File: src/rtl/pwm_sequencer.sv
// Frame-table sequencer driving pwm_peripheral config bytes on a prescaled time base.
// Optional PWM_SEQ_RAMP_EN: duty slews 1 LSB per tick toward the frame target instead of stepping at LOAD.
module pwm_sequencer #(
  parameter int DEPTH = 4,
  parameter int IW    = $clog2(DEPTH)
) (
  input  logic          clk,
  input  logic          rst,
  input  logic          wr_en,
  input  logic [IW-1:0] wr_frame,
  input  logic [2:0]    wr_field,
  input  logic [7:0]    wr_data,
  input  logic          start,
  input  logic          stop,
  input  logic          loop,
  input  logic [IW-1:0] last_frame,
  input  logic [15:0]   tick_div,
  output logic [7:0]    en_reg_out_7_0,
  output logic [7:0]    en_reg_out_15_8,
  output logic [7:0]    en_reg_pwm_7_0,
  output logic [7:0]    en_reg_pwm_15_8,
  output logic [7:0]    pwm_duty_cycle,
  output logic          busy,
  output logic          done,
  output logic [IW-1:0] frame_idx
);
  typedef enum logic [1:0] {IDLE, LOAD, HOLD} state_t;

  state_t                    state_q, state_d;
  logic [DEPTH-1:0][5:0][7:0] tbl_q, tbl_d;
  logic [15:0]               en_out_q, en_out_d;
  logic [15:0]               en_pwm_q, en_pwm_d;
  logic [7:0]                duty_q, duty_d;
  logic [7:0]                hold_q, hold_d;
  logic [15:0]               pre_q, pre_d;
  logic [IW-1:0]             idx_q, idx_d;
  logic                      done_q, done_d;
  logic                      tick;
`ifdef PWM_SEQ_RAMP_EN
  logic [7:0]                tgt_q, tgt_d;
`endif

  assign tick = (pre_q == tick_div);

  always_comb begin
    state_d  = state_q;
    tbl_d    = tbl_q;
    en_out_d = en_out_q;
    en_pwm_d = en_pwm_q;
    duty_d   = duty_q;
    hold_d   = hold_q;
    pre_d    = pre_q;
    idx_d    = idx_q;
    done_d   = 1'b0;
`ifdef PWM_SEQ_RAMP_EN
    tgt_d    = tgt_q;
`endif
    // Table writes land at the edge, so a same-cycle LOAD still sees the old byte.
    if (wr_en && wr_field <= 3'd5)
      tbl_d[wr_frame][wr_field] = wr_data;

    if (stop) begin
      state_d  = IDLE;
      en_out_d = '0;
      en_pwm_d = '0;
      duty_d   = '0;
      idx_d    = '0;
`ifdef PWM_SEQ_RAMP_EN
      tgt_d    = '0;
`endif
    end else begin
      case (state_q)
        IDLE: begin
          if (start) begin
            state_d = LOAD;
            idx_d   = '0;
          end
        end
        LOAD: begin
          en_out_d = {tbl_q[idx_q][1], tbl_q[idx_q][0]};
          en_pwm_d = {tbl_q[idx_q][3], tbl_q[idx_q][2]};
`ifdef PWM_SEQ_RAMP_EN
          tgt_d    = tbl_q[idx_q][4];
`else
          duty_d   = tbl_q[idx_q][4];
`endif
          hold_d   = tbl_q[idx_q][5];
          pre_d    = '0;
          state_d  = HOLD;
        end
        HOLD: begin
          if (tick) begin
            pre_d = '0;
`ifdef PWM_SEQ_RAMP_EN
            if (duty_q < tgt_q)      duty_d = duty_q + 8'd1;
            else if (duty_q > tgt_q) duty_d = duty_q - 8'd1;
`endif
            if (hold_q != 8'd0) begin
              hold_d = hold_q - 8'd1;
            end else if (idx_q != last_frame) begin
              idx_d   = idx_q + 1'b1;
              state_d = LOAD;
            end else if (loop) begin
              idx_d   = '0;
              state_d = LOAD;
            end else begin
              state_d = IDLE;
              done_d  = 1'b1;
            end
          end else begin
            pre_d = pre_q + 16'd1;
          end
        end
        default: state_d = IDLE;
      endcase
    end
  end

  always_ff @(posedge clk or posedge rst) begin
    if (rst) begin
      state_q  <= IDLE;
      tbl_q    <= '0;
      en_out_q <= '0;
      en_pwm_q <= '0;
      duty_q   <= '0;
      hold_q   <= '0;
      pre_q    <= '0;
      idx_q    <= '0;
      done_q   <= 1'b0;
`ifdef PWM_SEQ_RAMP_EN
      tgt_q    <= '0;
`endif
    end else begin
      state_q  <= state_d;
      tbl_q    <= tbl_d;
      en_out_q <= en_out_d;
      en_pwm_q <= en_pwm_d;
      duty_q   <= duty_d;
      hold_q   <= hold_d;
      pre_q    <= pre_d;
      idx_q    <= idx_d;
      done_q   <= done_d;
`ifdef PWM_SEQ_RAMP_EN
      tgt_q    <= tgt_d;
`endif
    end
  end

  assign en_reg_out_7_0  = en_out_q[7:0];
  assign en_reg_out_15_8 = en_out_q[15:8];
  assign en_reg_pwm_7_0  = en_pwm_q[7:0];
  assign en_reg_pwm_15_8 = en_pwm_q[15:8];
  assign pwm_duty_cycle  = duty_q;
  assign busy            = (state_q != IDLE);
  assign done            = done_q;
  assign frame_idx       = idx_q;
endmodule

File: config.mk
export PLATFORM = sky130hd
export DESIGN_NAME = pwm_sequencer
export DESIGN_NICKNAME = d
export VERILOG_FILES = /design/src/rtl/pwm_sequencer.sv
export SDC_FILE = /design/constraint.sdc
export NUM_CORES = 1
export LEC_CHECK = 0
export CELL_PAD_IN_SITES_DETAIL_PLACEMENT = 1
export CELL_PAD_IN_SITES_GLOBAL_PLACEMENT = 1
export CORE_ASPECT_RATIO = 1.4
export CORE_UTILIZATION = 49
export CTS_CLUSTER_DIAMETER = 50
export DETAILED_ROUTE_END_ITERATION = 10
export GPL_TIMING_DRIVEN = 0
export HOLD_SLACK_MARGIN = 0.12
export PLACE_DENSITY_LB_ADDON = 0.1
export SLEW_MARGIN = 20
export SYNTH_ARGS = -nofsm -noshare
export SYNTH_HDL_FRONTEND = slang
export SYNTH_SLANG_ARGS = --single-unit
File: constraint.sdc
create_clock -name clk -period 10.7 [get_ports clk]
set_input_delay 2.14 -clock clk [delete_from_list [all_inputs] [get_ports clk]]
set_output_delay 2.14 -clock clk [all_outputs]
set_load 0.05 [all_outputs]
==> impl_metrics.json, run 1 <==
{
  "rsz0062_at_grt": "false",
  "cellInternalPower_uw": 2000,
  "critical_path.max_fanout": 6,
  "finalSetupViolCount": 0,
  "synth_xor_area_share_pct": 2.24,
  "ant_nets": 0,
  "peakVddDrop_v": 0.000146,
  "overflow": 0,
  "clock_latency_ps": 540,
  "initial_core_util_pct": 50.2,
  "cts_resized": 0,
  "drc": 0,
  "place_ws_ps": 6120,
  "nFillCells": 2339,
  "m1WireLength_um": 13300,
  "wl_per_cell_um": 24.5,
  "antenna_found_initial": 0,
  "drt_pre_antenna_iters": 4,
  "netlist_area_um2": 12100,
  "portBuffers": 80,
  "clock_skew_ps": 16.7,
  "synthMuxAreaShare_pct": 30.2,
  "synth_top_area_cell": "dfrtp_1",
  "outcome": "finished, final reports clean",
  "start_kind": "flop",
  "ios": 81,
  "synth_compound_area_share_pct": 2.50,
  "core_um2": 24100,
  "clk_pin_slew_ps": 60,
  "dr.max_layer_used": "met4",
  "htree_levels": 1,
  "worst_slew_pin_slew_ps": 909,
  "yosys.area_share.simple_pct": 7.83,
  "async_reset_ff_share_pct": 100,
  "leakage_uw": 0.00631,
  "final_layout_size_suffix_gt1_share_pct": 31.2,
  "setup_ws_ps": 6340,
  "synth_top_family_by_area": "multiplexers",
  "viasPerCell": 5.83,
  "ctsHoldBuffers": 0,
  "hp-start": "tbl_q[145]",
  "worst-endpoint-required_ps": 8560,
  "synth_top_area_share_pct": 53.9,
  "slew_violations": 0,
  "grt_pass1_vias": 8688,
  "synth_fp_nets": 924,
  "design_area_um2": 14300,
  "dieArea_um2": 25400,
  "dr_wl_met2_um": 17400,
  "synth-seq-cells": 261,
  "die_x_um": 135,
  "r2r_start": "state_q[0]",
  "relSlewSlack_pct": 39.4,
  "via_count": 7698,
  "nets": 1035,
  "comb_power_share_pct": 18.2,
  "grt_usage_pct": 27.2,
  "finalCritPeriodShare_pct": 40.7,
  "row_count": 67,
  "min_path_type": "flop to flop",
  "synth_flop_cell": "dfrtp_1",
  "drtIter0Drc": 323,
  "crit_path_start": "state_q[0]",
  "ys_seq_area_share_pct": 53.9,
  "drv_cap": 0,
  "hold_viol": 0,
  "yosysWarnings": 0,
  "fp.dieH_um": 188,
  "post-cts-setup-buffers": 0,
  "path_class": "flop to output port",
  "sw_frac_of_total_pct": 27.5,
  "synth_cell_types": 49,
  "grt_start_max_net_pins": 98,
  "cts_buffers": 27,
  "gp_congestion": 0.837,
  "grt_pass1_wl_um": 51400,
  "cts_tree": "built",
  "synthCells": 879,
  "min_period_ps": 4360,
  "critPathArrivalTime_ps": 2220,
  "end_kind": "output port",
  "wl_met3_um": 963,
  "fmax_ghz": 0.229,
  "syn_area_per_cell_um2": 13.8,
  "pwr_density_cell_nw_per_um2": 192,
  "clock_path_buffers": 3,
  "pwr-share-clk_pct": 36.8,
  "yosys.area_share.adder_pct": 0.826,
  "clock-root-buffer": "clkbuf_16",
  "synth_area_leaders": "dfrtp_1, mux2_2, mux4_2",
  "synth_edf_count": 0,
  "placed_cell_area_um2": 13400,
  "cts.sinks": 261,
  "syn2layout_area_growth_pct": 18.3,
  "p_seq_share_pct": 44.9,
  "p_sw_uw": 758,
  "drt-total-wl_um": 32400,
  "dp_hpwl_um": 21800
}
==> worst paths after layout <==
check	endpoint	slack (ps)	cells after the start
hold reg to reg	tbl_q[145]	500	1
min in group asynchronous	pre_q[11]	2050	2
hold / removal	tbl_q[145]	500	1
setup / recovery	busy	6340	4
max in group asynchronous	tbl_q[40]	7320	4
setup reg to reg	pre_q[12]	8180	8
==> stage by stage <==
step | power [uW] | TNS (ps) | cells | hold slack [ps] | util [%]
5_1_grt | 2870 | 0 | 1320 | 517 | 59.3
4_1_cts | 2780 | 0 | 1320 | 504 | 59.3
3_5_place_dp | 1760 | 0 | 1271 | 490 | 55.3
3_3_place_gp | 1730 | -574880 | 1269 | 481 | 55.1
2_1_floorplan | 1590 | 0 | 879 | 474 | -
6_report | 2760 | 0 | 1321 | 501 | 59.3
==> per-layer routing <==
metal	track usage, %	vias up
met3	2.46	50
met2	49.0	147
met4	7.78	0
met1	34.5	4099
li1	-	3402
met5	0	-
==> cells in the mapped netlist (10+ instances only) <==
cell	n
mux4_2	48
mux2_2	192
nor3_1	10
nand2_1	38
clkbuf_1	41
nand3_1	14
nor2_1	65
buf_2	17
dfrtp_1	261
inv_1	14
mux2i_1	41
xor2_1	19
xnor2_1	12
==> layout make-up <==
cell class,instances,area (um^2),area share [%]
repair buffers,82,856,5.98
diodes,1,2.50,0.0175
inverters,14,60.1,0.419
flip-flops and latches,261,6530,45.6
clock inverters,15,215,1.50
multi-input cells,543,5280,36.8
well taps,310,388,2.71
plain buffers,61,251,1.76
clock buffers,34,742,5.18
==> placed cells by master, fill, tap and decap left out, drive strengths merged, types with 16 or more instances in the layout <==
cell / instances
mux4: 48
mux2i: 41
clkbuf: 76
xor2: 19
buf: 21
nand2: 38
nor2: 65
mux2: 192
clkdlybuf4s50: 80
inv: 16
dfrtp: 261
==> registers in the layout (all words and copies together) (netlist names) <==
register / cells
frame_idx: 2
done: 1
tbl_q: 192
hold_q: 8
en_pwm_q: 16
en_out_q: 16
pre_q: 16
state_q: 2
pwm_duty_cycle: 8
==> power groups by stage <==
stage	clock network [uW]	logic, uW	registers [uW]
2_1_floorplan	0	327	1260
3_3_place_gp	0	488	1240
3_5_place_dp	0	507	1250
4_1_cts	1030	510	1240
5_1_grt	1070	547	1260
6_report	1020	503	1240
==> cell families (layout without fill, tap and decap cells) <==
group,count (synthesis),count (layout)
adder cells (fa/ha/maj),8,8
buffers and inverters,75,206
AND/OR/NAND/NOR,179,179
XOR/XNOR,31,31
AO/OA/AOI/OAI,44,44
multiplexers,281,281
other,0,1
flip-flops,261,261
==> critical path, cell delays in order (launching register included) <==
cell	delay, ps
dfrtp_1	430
inv_1	110
ha_1	280
inv_1	80
clkdlybuf4s50_1	790
(Power assumes the default switching activity.)
==> run 2, diff against run 1 <==
Settings changed: CORE_UTILIZATION 49 to 45.
Clock period 10.7 ns to 3.92 ns, I/O delays scaled along.
==> impl_metrics.json, run 2 (same netlist as run 1, synthesis figures left out) <==
{
  "outcome": "finished, final reports clean",
  "diodes": 0,
  "fp.dieH_um": 196,
  "min_period_ps": 2980,
  "clk_pin_slew_ps": 60,
  "slew_violations": 0,
  "hold_path_end": "tbl_q[129]",
  "mostFrequentLayoutCells": "dfrtp_1, mux2_2, clkdlybuf4s50_1",
  "start_kind": "flop",
  "hold_viol": 0,
  "wl_per_cell_um": 24.0,
  "grt_pass1_wl_um": 51100,
  "final_common_cell": "dfrtp_1",
  "ctsHoldBuffers": 0,
  "drv_cap": 0,
  "critical_path.max_fanout": 6,
  "rsz0062_at_grt": "false",
  "clock_path_buffers": 3,
  "worst_slew_pin_slew_ps": 911,
  "r2r_cells": 8,
  "fmax_ghz": 0.336,
  "design_area_um2": 14500,
  "initial_core_util_pct": 46.1,
  "post-cts-setup-buffers": 0,
  "critPathArrivalTime_ps": 2190,
  "finalSetupViolCount": 0,
  "cts_buffers": 29,
  "reg2reg_slack_ps": 1540,
  "final_layout_size_suffix_gt1_share_pct": 31.5,
  "place_ws_ps": 737,
  "clock_latency_ps": 540,
  "die_x_um": 141,
  "worstHoldPathCells": 1,
  "end_kind": "output port",
  "drtIter0Drc": 277,
  "pwr_density_cell_nw_per_um2": 527,
  "leakage_uw": 0.00641,
  "core_um2": 26300,
  "row_count": 70,
  "cts_tree": "built",
  "portBuffers": 80,
  "largest_register": "tbl_q",
  "path_class": "flop to output port",
  "overflow": 0,
  "relSlewSlack_pct": 39.2,
  "whs_ps": 500,
  "gp_congestion": 0.791,
  "clock-root-buffer": "clkbuf_16",
  "setup_ws_ps": 943,
  "drt_pre_antenna_iters": 8,
  "hp-start": "tbl_q[129]",
  "largest_reg_flops": 192,
  "nFillCells": 2589,
  "drt-total-wl_um": 32200,
  "nets": 1044,
  "worst-endpoint-required_ps": 3140,
  "ios": 81,
  "dp_hpwl_um": 22000,
  "cts_resized": 0,
  "clock_skew_ps": 7.76,
  "rr_endpoint": "pre_q[14]",
  "min_path_type": "flop to flop",
  "finalCritPeriodShare_pct": 75.9,
  "cts.sinks": 261,
  "via_count": 7700,
  "htree_levels": 1,
  "viasPerCell": 5.73,
  "syn2layout_area_growth_pct": 20.1,
  "peakVddDrop_v": 0.000369,
  "ant_nets": 0,
  "r2r_start": "state_q[1]",
  "drc": 0,
  "grt_pass1_vias": 8540,
  "grt_start_max_net_pins": 34,
  "placed_cell_area_um2": 13500,
  "antenna_found_initial": 0,
  "grt_usage_pct": 24.7,
  "dieArea_um2": 27600
}
run 2: cell count changes in the layout (fill, tap and decap cells not counted), sizes merged:
cell,change
inv,-3
clkinvlp,-2
clkinv,-2
diode,-1
buf,+7
clkbuf,+9
run 2: layout make-up:
cell class / count / area [um^2] / area share, %
tap: 324 / 405 / 2.79
multi-input combinational: 543 / 5280 / 36.3
buffer: 61 / 251 / 1.73
clock buffer: 43 / 858 / 5.90
inverter: 14 / 56.3 / 0.387
timing repair buffer: 89 / 996 / 6.85
sequential: 261 / 6530 / 44.9
clock inverter: 8 / 165 / 1.14
run 2: how the worst max path moves through the flow:
stage                     depth (start not counted)    endpoint  slack (ps)   startpoint
after floorplan                                   1        done        -310          rst
after global placement                            2   tbl_q[53]       -2450          rst
after detailed placement                          6  tbl_q[126]         740  wr_field[2]
after CTS                                         4        busy         910   state_q[0]
after global routing                              4        busy         870   state_q[0]
final                                             4        busy         940   state_q[0]
run 2: through the flow:
step	TNS [ps]	cells	total power (uW)	util, %
detailed placement	0	1292	4800	51.4
global route	0	1343	7990	55.3
floorplan	-79750	879	4330	-
finish	0	1343	7660	55.3
CTS	0	1343	7750	55.3
global placement	-629370	1283	4720	50.7
run 2: layer usage:
metal  wire (um)  global-route usage (%)  part of all wire, %
met3        1230                    3.25                  3.8
met1       13700                    32.7                   42
met2       16700                    43.0                   52
met5           0                       0                    0
met4         642                    6.08                  2.0
run 2: critical path, cell delays in order, from the launching register on:
cell             delay, ps
dfrtp_1                410
inv_1                  100
ha_1                   270
inv_1                   80
clkdlybuf4s50_1        790
run 2: where the power goes:
part           switching [uW]  internal, uW  leakage (uW)  total, uW
sequential                254          3120       0.00345       3370
combinational             704           677       0.00246       1380
clock                    1080          1830      0.000504       2910
